$ cat config.mk
export PLATFORM = sky130hd
export DESIGN_NAME = noc_link_rebuffer_flat
export DESIGN_NICKNAME = d
export VERILOG_FILES = /design/src/rtl/noc_link_rebuffer_if.sv /design/src/rtl/noc_link_rebuffer.sv /design/src/flat_wrapper.sv
export SDC_FILE = /design/constraint.sdc
export NUM_CORES = 1
export LEC_CHECK = 0
export BUFFER_PORTS_ARGS = -buffer_cell sky130_fd_sc_hd__buf_4
export CAP_MARGIN = 25
export CORE_MARGIN = 2
export CORE_UTILIZATION = 52
export DETAILED_ROUTE_END_ITERATION = 7
export PLACE_DENSITY_LB_ADDON = 0.1
export RECOVER_POWER = 50
export SLEW_MARGIN = 20
export SYNTH_ARGS = -nofsm -noshare
export SYNTH_HDL_FRONTEND = slang
export SYNTH_SLANG_ARGS = --single-unit
$ cat constraint.sdc
create_clock -name clk_noc -period 3.65 [get_ports clk_noc]
set_input_delay 0.365 -clock clk_noc [delete_from_list [all_inputs] [get_ports clk_noc]]
set_output_delay 0.365 -clock clk_noc [all_outputs]
set_load 0.05 [all_outputs]
$ cat src/rtl/noc_link_rebuffer_if.sv
// Bundle of one rebuffer's link-facing signals: the upstream receive side,
// the downstream send side, and the status outputs.
interface noc_link_rebuffer_if #(
   parameter int FLIT_WIDTH   = 32,
   parameter int DEST_WIDTH   = 6,
   parameter int BUFFER_DEPTH = 4
);
   localparam int OCC_W = $clog2(BUFFER_DEPTH + 1);

   // Credit-flow link, no ready/stall signal:
   // - send_* marks one flit per cycle. The sender may assert it only while it
   //   holds a credit.
   // - credit_* is a one-cycle pulse that returns exactly one buffer slot.
   logic [FLIT_WIDTH-1:0] data_in;
   logic [DEST_WIDTH-1:0] dest_in;
   logic                  is_tail_in;
   logic                  send_in;
   logic                  credit_out;
   logic [FLIT_WIDTH-1:0] data_out;
   logic [DEST_WIDTH-1:0] dest_out;
   logic                  is_tail_out;
   logic                  send_out;
   logic                  credit_in;
   logic [OCC_W-1:0]      occupancy;
   logic                  overflow_err;
   logic                  credit_err;

   modport slave (
      input  data_in, dest_in, is_tail_in, send_in, credit_in,
      output credit_out, data_out, dest_out, is_tail_out, send_out,
      output occupancy, overflow_err, credit_err
   );

   modport master (
      output data_in, dest_in, is_tail_in, send_in, credit_in,
      input  credit_out, data_out, dest_out, is_tail_out, send_out,
      input  occupancy, overflow_err, credit_err
   );
endinterface

$ cat src/rtl/noc_link_rebuffer.sv
// Credit-based link rebuffer: receives flits into a local FIFO, returns
// credits upstream, and forwards flits downstream against a mirrored credit count.
module noc_link_rebuffer #(
   parameter int FLIT_WIDTH         = 32,
   parameter int DEST_WIDTH         = 6,
   parameter int BUFFER_DEPTH       = 4,
   parameter int DOWNSTREAM_CREDITS = 4,
   parameter int NUM_PIPELINE       = 0
) (
   input logic                clk_noc,
   input logic                rst,
   noc_link_rebuffer_if.slave bus
);
   localparam int FW = FLIT_WIDTH + DEST_WIDTH + 1;
   localparam int OW = $clog2(BUFFER_DEPTH + 1);
   localparam int PW = (BUFFER_DEPTH > 1) ? $clog2(BUFFER_DEPTH) : 1;
   localparam int CW = $clog2(DOWNSTREAM_CREDITS + 1);

   logic [FW-1:0] r_mem [BUFFER_DEPTH];
   logic [PW-1:0] r_wr_ptr;
   logic [PW-1:0] r_rd_ptr;
   logic [OW-1:0] r_occ;
   logic [CW-1:0] r_cred;
   logic          r_credit_out;
   logic          r_overflow_err;
   logic          r_credit_err;
   logic          r_fwd_vld  [NUM_PIPELINE+1];
   logic [FW-1:0] r_fwd_flit [NUM_PIPELINE+1];

   logic          w_pop;
   logic          w_push;
   logic          w_credit_dly;
   logic [CW:0]   w_cred_sum;
   logic          w_cred_over;
   logic [FW-1:0] w_flit_in;

   function automatic logic [PW-1:0] f_ptr_next(input logic [PW-1:0] p);
      return (p == PW'(BUFFER_DEPTH - 1)) ? '0 : p + PW'(1);
   endfunction

   assign w_flit_in = {bus.data_in, bus.dest_in, bus.is_tail_in};

   // Pop decision uses only registered state; a returning credit never bypasses into it.
   assign w_pop  = (r_occ != '0) && (r_cred != '0);
   assign w_push = bus.send_in && ((r_occ < OW'(BUFFER_DEPTH)) || w_pop);

   // w_pop implies r_cred > 0, so the subtraction cannot underflow.
   assign w_cred_sum  = {1'b0, r_cred} - {{CW{1'b0}}, w_pop} + {{CW{1'b0}}, w_credit_dly};
   assign w_cred_over = (w_cred_sum > (CW+1)'(DOWNSTREAM_CREDITS));

   generate
      if (NUM_PIPELINE == 0) begin : g_credit_direct
         assign w_credit_dly = bus.credit_in;
      end else begin : g_credit_pipe
         logic [NUM_PIPELINE-1:0] r_cpipe;
         always_ff @(posedge clk_noc) begin
            if (rst) begin
               r_cpipe <= '0;
            end else begin
               r_cpipe[0] <= bus.credit_in;
               for (int i = 1; i < NUM_PIPELINE; i++) begin
                  r_cpipe[i] <= r_cpipe[i-1];
               end
            end
         end
         assign w_credit_dly = r_cpipe[NUM_PIPELINE-1];
      end
   endgenerate

   always_ff @(posedge clk_noc) begin
      if (w_push) begin
         r_mem[r_wr_ptr] <= w_flit_in;
      end
   end

   always_ff @(posedge clk_noc) begin
      if (rst) begin
         r_wr_ptr       <= '0;
         r_rd_ptr       <= '0;
         r_occ          <= '0;
         r_cred         <= CW'(DOWNSTREAM_CREDITS);
         r_credit_out   <= 1'b0;
         r_overflow_err <= 1'b0;
         r_credit_err   <= 1'b0;
      end else begin
         if (w_push) r_wr_ptr <= f_ptr_next(r_wr_ptr);
         if (w_pop)  r_rd_ptr <= f_ptr_next(r_rd_ptr);
         case ({w_push, w_pop})
            2'b10:   r_occ <= r_occ + OW'(1);
            2'b01:   r_occ <= r_occ - OW'(1);
            default: r_occ <= r_occ;
         endcase
         if (bus.send_in && !w_push) r_overflow_err <= 1'b1;
         r_credit_out <= w_pop;
         // Over-return saturates at the downstream buffer size and is flagged.
         if (w_cred_over) begin
            r_cred       <= CW'(DOWNSTREAM_CREDITS);
            r_credit_err <= 1'b1;
         end else begin
            r_cred <= w_cred_sum[CW-1:0];
         end
      end
   end

   // Stage 0 captures the popped flit; later stages shift unconditionally.
   always_ff @(posedge clk_noc) begin
      if (rst) begin
         for (int i = 0; i <= NUM_PIPELINE; i++) begin
            r_fwd_vld[i]  <= 1'b0;
            r_fwd_flit[i] <= '0;
         end
      end else begin
         r_fwd_vld[0] <= w_pop;
         if (w_pop) r_fwd_flit[0] <= r_mem[r_rd_ptr];
         for (int i = 1; i <= NUM_PIPELINE; i++) begin
            r_fwd_vld[i]  <= r_fwd_vld[i-1];
            r_fwd_flit[i] <= r_fwd_flit[i-1];
         end
      end
   end

   assign bus.send_out                                   = r_fwd_vld[NUM_PIPELINE];
   assign {bus.data_out, bus.dest_out, bus.is_tail_out} = r_fwd_flit[NUM_PIPELINE];
   assign bus.credit_out                                 = r_credit_out;
   assign bus.occupancy                                  = r_occ;
   assign bus.overflow_err                               = r_overflow_err;
   assign bus.credit_err                                 = r_credit_err;
endmodule

$ cat src/flat_wrapper.sv
// flat-port wrapper written by rule: the top's interface ports become plain ports
module noc_link_rebuffer_flat 
#(
   parameter int FLIT_WIDTH         = 32,
   parameter int DEST_WIDTH         = 6,
   parameter int BUFFER_DEPTH       = 4,
   parameter int DOWNSTREAM_CREDITS = 4,
   parameter int NUM_PIPELINE       = 0
)
  (clk_noc, rst, bus_data_in, bus_dest_in, bus_is_tail_in, bus_send_in, bus_credit_in, bus_credit_out, bus_data_out, bus_dest_out, bus_is_tail_out, bus_send_out, bus_occupancy, bus_overflow_err, bus_credit_err);
  noc_link_rebuffer_if #(.FLIT_WIDTH(FLIT_WIDTH), .DEST_WIDTH(DEST_WIDTH), .BUFFER_DEPTH(BUFFER_DEPTH)) bus_i ();
  input logic clk_noc;
  input logic rst;
  input wire logic [$bits(bus_i.data_in)-1:0] bus_data_in;
  input wire logic [$bits(bus_i.dest_in)-1:0] bus_dest_in;
  input wire logic [$bits(bus_i.is_tail_in)-1:0] bus_is_tail_in;
  input wire logic [$bits(bus_i.send_in)-1:0] bus_send_in;
  input wire logic [$bits(bus_i.credit_in)-1:0] bus_credit_in;
  output wire logic [$bits(bus_i.credit_out)-1:0] bus_credit_out;
  output wire logic [$bits(bus_i.data_out)-1:0] bus_data_out;
  output wire logic [$bits(bus_i.dest_out)-1:0] bus_dest_out;
  output wire logic [$bits(bus_i.is_tail_out)-1:0] bus_is_tail_out;
  output wire logic [$bits(bus_i.send_out)-1:0] bus_send_out;
  output wire logic [$bits(bus_i.occupancy)-1:0] bus_occupancy;
  output wire logic [$bits(bus_i.overflow_err)-1:0] bus_overflow_err;
  output wire logic [$bits(bus_i.credit_err)-1:0] bus_credit_err;
  assign bus_i.data_in = bus_data_in;
  assign bus_i.dest_in = bus_dest_in;
  assign bus_i.is_tail_in = bus_is_tail_in;
  assign bus_i.send_in = bus_send_in;
  assign bus_i.credit_in = bus_credit_in;
  assign bus_credit_out = bus_i.credit_out;
  assign bus_data_out = bus_i.data_out;
  assign bus_dest_out = bus_i.dest_out;
  assign bus_is_tail_out = bus_i.is_tail_out;
  assign bus_send_out = bus_i.send_out;
  assign bus_occupancy = bus_i.occupancy;
  assign bus_overflow_err = bus_i.overflow_err;
  assign bus_credit_err = bus_i.credit_err;
  noc_link_rebuffer #(.FLIT_WIDTH(FLIT_WIDTH), .DEST_WIDTH(DEST_WIDTH), .BUFFER_DEPTH(BUFFER_DEPTH), .DOWNSTREAM_CREDITS(DOWNSTREAM_CREDITS), .NUM_PIPELINE(NUM_PIPELINE)) u_core (.clk_noc(clk_noc), .rst(rst), .bus(bus_i));
endmodule
Yosys cells after proc, flatten, opt, wreduce, memory -nomap -nowiden
Memories as Yosys holds them, arrays and structs flattened. A register that Yosys moved wholly into a read port is not among the register bits.
Cells that the tools add are included.

word-level totals
  bits in registers = 13
  memory bits (writable) = 196
  bits of input ports = 43
  output and inout bits = 46
  word-level logic and storage cells = 50
  memories = 3

memories
  name               words  bits a word  read ports  clocked after memory_dff  write ports  line                     source
  u_core.r_mem       4      39           1           1                         1            noc_link_rebuffer.sv:19  logic [FW-1:0] r_mem [BUFFER_DEPTH];
  u_core.r_fwd_flit  1      39           1           0                         1            noc_link_rebuffer.sv:28  logic [FW-1:0] r_fwd_flit [NUM_PIPELINE+1];
  u_core.r_fwd_vld   1      1            1           0                         1            noc_link_rebuffer.sv:27  logic r_fwd_vld [NUM_PIPELINE+1];

operators by class
  $add $sub $neg = 6
  $lt $le $gt $ge = 2
  eq/ne operators = 4
  multiplexer cells = 17
  reductions and logical operators = 11

operators with widths
  operator               count
  $mux W39               1
  $reduce_or A39 Y1      1
  $mux W1                11
  $mux W2                4
  $eq A2 B2 Y1 const B   3
  $pmux W3 S2            1
  $reduce_bool A3 Y1     2
  $add A2 B1 Y2 const B  2
  $add A4 B1 Y4          1
  $gt A4 B3 Y1 const B   1
  $sub A3 B1 Y4          1
  $add A3 B1 Y3 const B  1
  $logic_and A1 B1 Y1    3
  $lt A3 B3 Y1 const B   1
  $sub A3 B1 Y3 const B  1
  $eq A2 B1 Y1 const B   1
  $reduce_bool A2 Y1     1
  $reduce_or A2 Y1       1
  $logic_not A1 Y1       1
  $logic_or A1 B1 Y1     1
  $reduce_or A1 Y1       1

Depth between registers and ports, before layout
  depth after elaboration = 7
  gate-level depth with buffers = 10
  mapped depth without buffers = 10

Worst setup path before layout
Ideal clock, no wire load.

  kind = register to register
  from = register u_core.r_occ[2], in the netlist u_core.bus.occupancy[2]
  to = memory u_core.r_fwd_flit[0][0] (netlist bit) (enable)
  arrival time = 3.658 ns
  data required time = 3.160 ns
  path slack = -0.498 ns
  cell stages (with the launch flop) = 3
  path buffers = 0
  clock period less this slack = 4.148 ns
  cell sequence = dfxtp_1 nor3_2 o21ai_0

on the way
  longest elaborated chain between the ends = 7

ends and longest elaborated chain
  element                             line                      source
  from (decl)                         noc_link_rebuffer.sv:22   logic [OW-1:0] r_occ;
  from (signal assigned)              noc_link_rebuffer.sv:89   2'b10: r_occ <= r_occ + OW'(1);
  from (signal assigned)              noc_link_rebuffer.sv:90   2'b01: r_occ <= r_occ - OW'(1);
  from (signal assigned)              noc_link_rebuffer.sv:91   default: r_occ <= r_occ;
  $reduce_bool A3 Y1 *                noc_link_rebuffer.sv:44   assign w_pop = (r_occ != '0) && (r_cred != '0);
  $logic_and A1 B1 Y1 *               noc_link_rebuffer.sv:44
  $mux W1 *                           noc_link_rebuffer.sv:114  if (w_pop) r_fwd_flit[0] <= r_mem[r_rd_ptr];
  $mux W1 *                           noc_link_rebuffer.sv:107  if (rst) begin
  $mux W1 (implied by the code) *     noc_link_rebuffer.sv:114
  $reduce_or A39 Y1 (no source line)  n/a
  $mux W1 (no source line) *          n/a
  to (decl)                           noc_link_rebuffer.sv:28

Every way passes the cells marked *; elsewhere a longest branch is shown, timed or not.

Final worst setup path
  from = register u_core.r_occ[2], in the netlist u_core.bus.occupancy[2]
  to = register u_core.r_cred[1]

on the way
  longest elaborated chain between the ends = 6

ends and longest elaborated chain
  element                            line                      source
  $reduce_bool A3 Y1 *               noc_link_rebuffer.sv:44
  $logic_and A1 B1 Y1 *              noc_link_rebuffer.sv:44
  via u_core.w_pop                   noc_link_rebuffer.sv:30   logic w_pop;
  $sub A3 B1 Y4 *                    noc_link_rebuffer.sv:48   assign w_cred_sum = {1'b0, r_cred} - {{CW{1'b0}}, w_pop} + {{CW{1'b0}}, w_credit_dly};
  $add A4 B1 Y4 *                    noc_link_rebuffer.sv:48
  $gt A4 B3 Y1                       noc_link_rebuffer.sv:49   assign w_cred_over = (w_cred_sum > (CW+1)'(DOWNSTREAM_CREDITS));
  $reduce_or A2 Y1 (no source line)  n/a
  to (signal assigned)               noc_link_rebuffer.sv:81   r_cred <= CW'(DOWNSTREAM_CREDITS);
  to (signal assigned)               noc_link_rebuffer.sv:97   r_cred <= CW'(DOWNSTREAM_CREDITS);
  to (signal assigned)               noc_link_rebuffer.sv:100  r_cred <= w_cred_sum[CW-1:0];
  to (decl)                          noc_link_rebuffer.sv:23   logic [CW-1:0] r_cred;

The timed path passes the listed nets; every way through them passes the cells marked *.
A chain may end at the register's enable or synchronous reset.

==> results.cfg <==
[sta]
setup_tns_ns = 0
setup_viol = 0
drv_slew = 41
fin_crit_ns = 3.009
fin_skew_ns = 0.009592
rsz0062_at_grt = no
tightest_slew_ns = 1.785
relSlewSlack_pct = -19.03
final-hold-violation-count = 0
fmax_mhz = 332.4
finalCritPeriodShare_pct = 82.43

[clocking]
clkSinkCount = 211
cts_buffer_depth = 3
ctsHoldBuffers = 0
cts_tree = built
cts_htree_levels = 1
cts_setup_buffers = 0
cts_root_buffer = clkbuf_16
insertion_delay_ns = 0.48
clkTransAtPathRegs_ns = 0.06
numCtsBuffers = 22
ctsResizeCount = 0

[routing]
wl_per_cell_um = 19.67
dr.pass1.iters = 4
wl_um = 13380
vias = 3756
viasPerCell = 5.524
postRouteAntennaNets = 0
drc = 0
drt_iter0_drc = 246

[power_and_ir_drop]
internal_power_w = 0.005025
clkPwrFrac_pct = 27.3
pwr-share-comb_pct = 28.7
finalPower_w = 0.007653
power_leakage_nw = 3.043
p_seq_share_pct = 44.0
swShare_pct = 34.33
ir_worst_vdd_uv = 407.9
p_sw_w = 0.002627
power_per_cell_area_mw_per_mm2 = 835.6

[synth]
synth_simple_gate_area_share_pct = 5.196
synth_top_family_by_area = multiplexers
synth_top_cell_area_share_pct = 74.37
synthMuxAreaShare_pct = 11.43
async_reset_ff_share_pct = 0
synth_ff_type = edfxtp_1
postSynthAreaPerCell_um2 = 21.05
synth_nets = 429
synth_seq_cells = 211
synth_common_cells = edfxtp_1, and2_1, mux4_2
synth_cell_type_count = 32
netlist_area_mm2 = 0.007874
synth_fa_ha_area_share_pct = 2.098
synth_cells = 374
synth.most_common_cell = edfxtp_1
synthXorXnorAreaFrac_pct = 0.3337
yosys.area.top_type = edfxtp_1
ys_warn_count = 0
synth_compound_area_share_pct = 1.017
synth_edf_count = 195
synth_area_leaders = edfxtp_1, mux4_2, dfxtp_1
yosysSeqAreaShare_pct = 78.44

[global_routing]
grt_pass1_vias = 3892
gr-usage-all-layers_pct = 17.03
antenna_found_initial = 0
grt_overflow_total = 0
grt_pass1_wl_um = 21310
grt_max_degree = 41

[setup_path]
critical_path.max_stage_delay_ns = 0.78
cp_num_buf_inv = 2
r2r_cells = 10
path_depth = 10
cp_max_fo = 8
path_cells = nor3_1 -> nor2_1 -> ha_1 -> inv_1 -> ha_1 -> inv_1 -> fa_1 -> xnor2_1 -> or3_1 -> nor3_1
cp_top_family = simple AND/OR/NAND/NOR gates
critPathRequiredTime_ns = 4.04
crit_path_top_delay_cell = nor3_1
critPathArrivalTime_ns = 3.40
crit_path_start_kind = register
end_kind = register
crit_type = register to register

[placement]
hpwl_um = 7946
gp_congestion = 0.7440
dp_cells = 642
dpl_cell_area_mm2 = 0.008802
numPortBuffers = 88

[run]
cap_violations = 1

[status]
status = finished, violations left
violations = capacitance limit, slew limit

[die]
core-area_mm2 = 0.01464
fp.dieH_um = 127.1
die_area_mm2 = 0.01614
placementRows = 44
initial_core_util_pct = 53.77
pin_count = 89
die_w_um = 127.1

[worst_hold_path]
holdCritPathClass = primary input to register
min_path_cells = 1

[final_layout]
synthToLayoutAreaGrowth_pct = 16.32
layout.nets = 537
drive_gt1_share_pct = 17.94
antenna_cells = 0
final_cell_count_no_fill = 680
post-route-cell-area_mm2 = 0.009159
==> cells in the final DEF, fill, tap and decap left out, drive strengths merged <==
master    n
a21o      1
ha       10
mux4     39
nand2b    1
inv      14
bufinv    1
mux2i     1
nand2     3
clkinv    3
edfxtp  195
buf      11
o31a      1
and3      1
xor2      2
nand3     1
xnor2     1
or3b      1
or4       2
and2     43
mux2      1
o21ai     4
dfxtp    16
a21oi     6
clkbuf  119
a21boi    1
nor4      1
nor2      6
fa        2
nor3      6
a31oi     1
or3       2
==> logic make-up (layout without fill, tap and decap cells) <==
family,after synthesis,after routing
flops,211,211
simple gates,67,67
mux,41,41
buf+inv,26,148
compound gates,14,14
fa+ha+maj,12,12
xor+xnor,3,3
==> layer usage <==
layer | vias to the layer above | share of wire, % | track usage [%]
li1 | 1697 | - | -
met1 | 1948 | 43 | 23.53
met2 | 87 | 50 | 28.34
met3 | 24 | 4.9 | 3.643
met4 | 0 | 2.2 | 4.202
met5 | - | 0 | 0
==> state kept, by name, summed over array words and instances, names as in the netlist, named ones only <==
signal and count:
u_core.r_mem 156, u_core.r_wr_ptr 2, u_core.bus.credit_out 1, u_core.bus.overflow_err 1, u_core.r_fwd_flit 39, u_core.bus.credit_err 1
u_core.r_cred 3, u_core.r_fwd_vld 1, u_core.r_rd_ptr 2, u_core.bus.occupancy 3
==> stage by stage <==
stage / util [%] / worst slack [ns] / hold slack [ns]
after CTS: 64.78 / 0.9345 / 0.06507
after floorplan: - / 0.5576 / 0.4639
after detailed placement: 60.11 / 0.9144 / 0.4807
final: 62.54 / 0.6413 / 0.1328
after global placement: 59.97 / 1.078 / 0.4743
after global routing: 62.54 / 0.4194 / 0.1547
==> power by group through the flow <==
| stage | combinational (W) | clock (W) | sequential, W |
|---|---|---|---|
| after floorplan | 0.000919 | 0 | 0.00422 |
| after global placement | 0.00236 | 0 | 0.00345 |
| after detailed placement | 0.00245 | 0 | 0.00343 |
| after CTS | 0.00246 | 0.00213 | 0.00339 |
| after global routing | 0.00235 | 0.00222 | 0.00342 |
| final | 0.00220 | 0.00209 | 0.00337 |
==> final timing paths <==
check                                             from                                    to  slack (ns)
setup / recovery  u_core.bus.occupancy[2]$_SDFFE_PP0P_           u_core.r_cred[1]$_SDFF_PP0_        0.64
hold / removal                         bus_data_in[17]         u_core.r_mem[1][24]$_DFFE_PP_        0.13
setup reg to reg  u_core.bus.occupancy[2]$_SDFFE_PP0P_           u_core.r_cred[1]$_SDFF_PP0_        0.64
hold reg to reg   u_core.bus.overflow_err$_SDFFE_PP0P_  u_core.bus.overflow_err$_SDFFE_PP0P_        0.48
==> final cells by class <==
cell class	instances	area [um2]
Sequential cell	211	6181
Fill cell	1082	5485
Multi-Input combinational cell	137	1597
Clock buffer	33	633.1
Timing Repair Buffer	97	417.9
Tap cell	184	230.2
Clock inverter	5	51.30
Inverter	13	48.80
No activity file was read; power rests on OpenSTA's default activity.
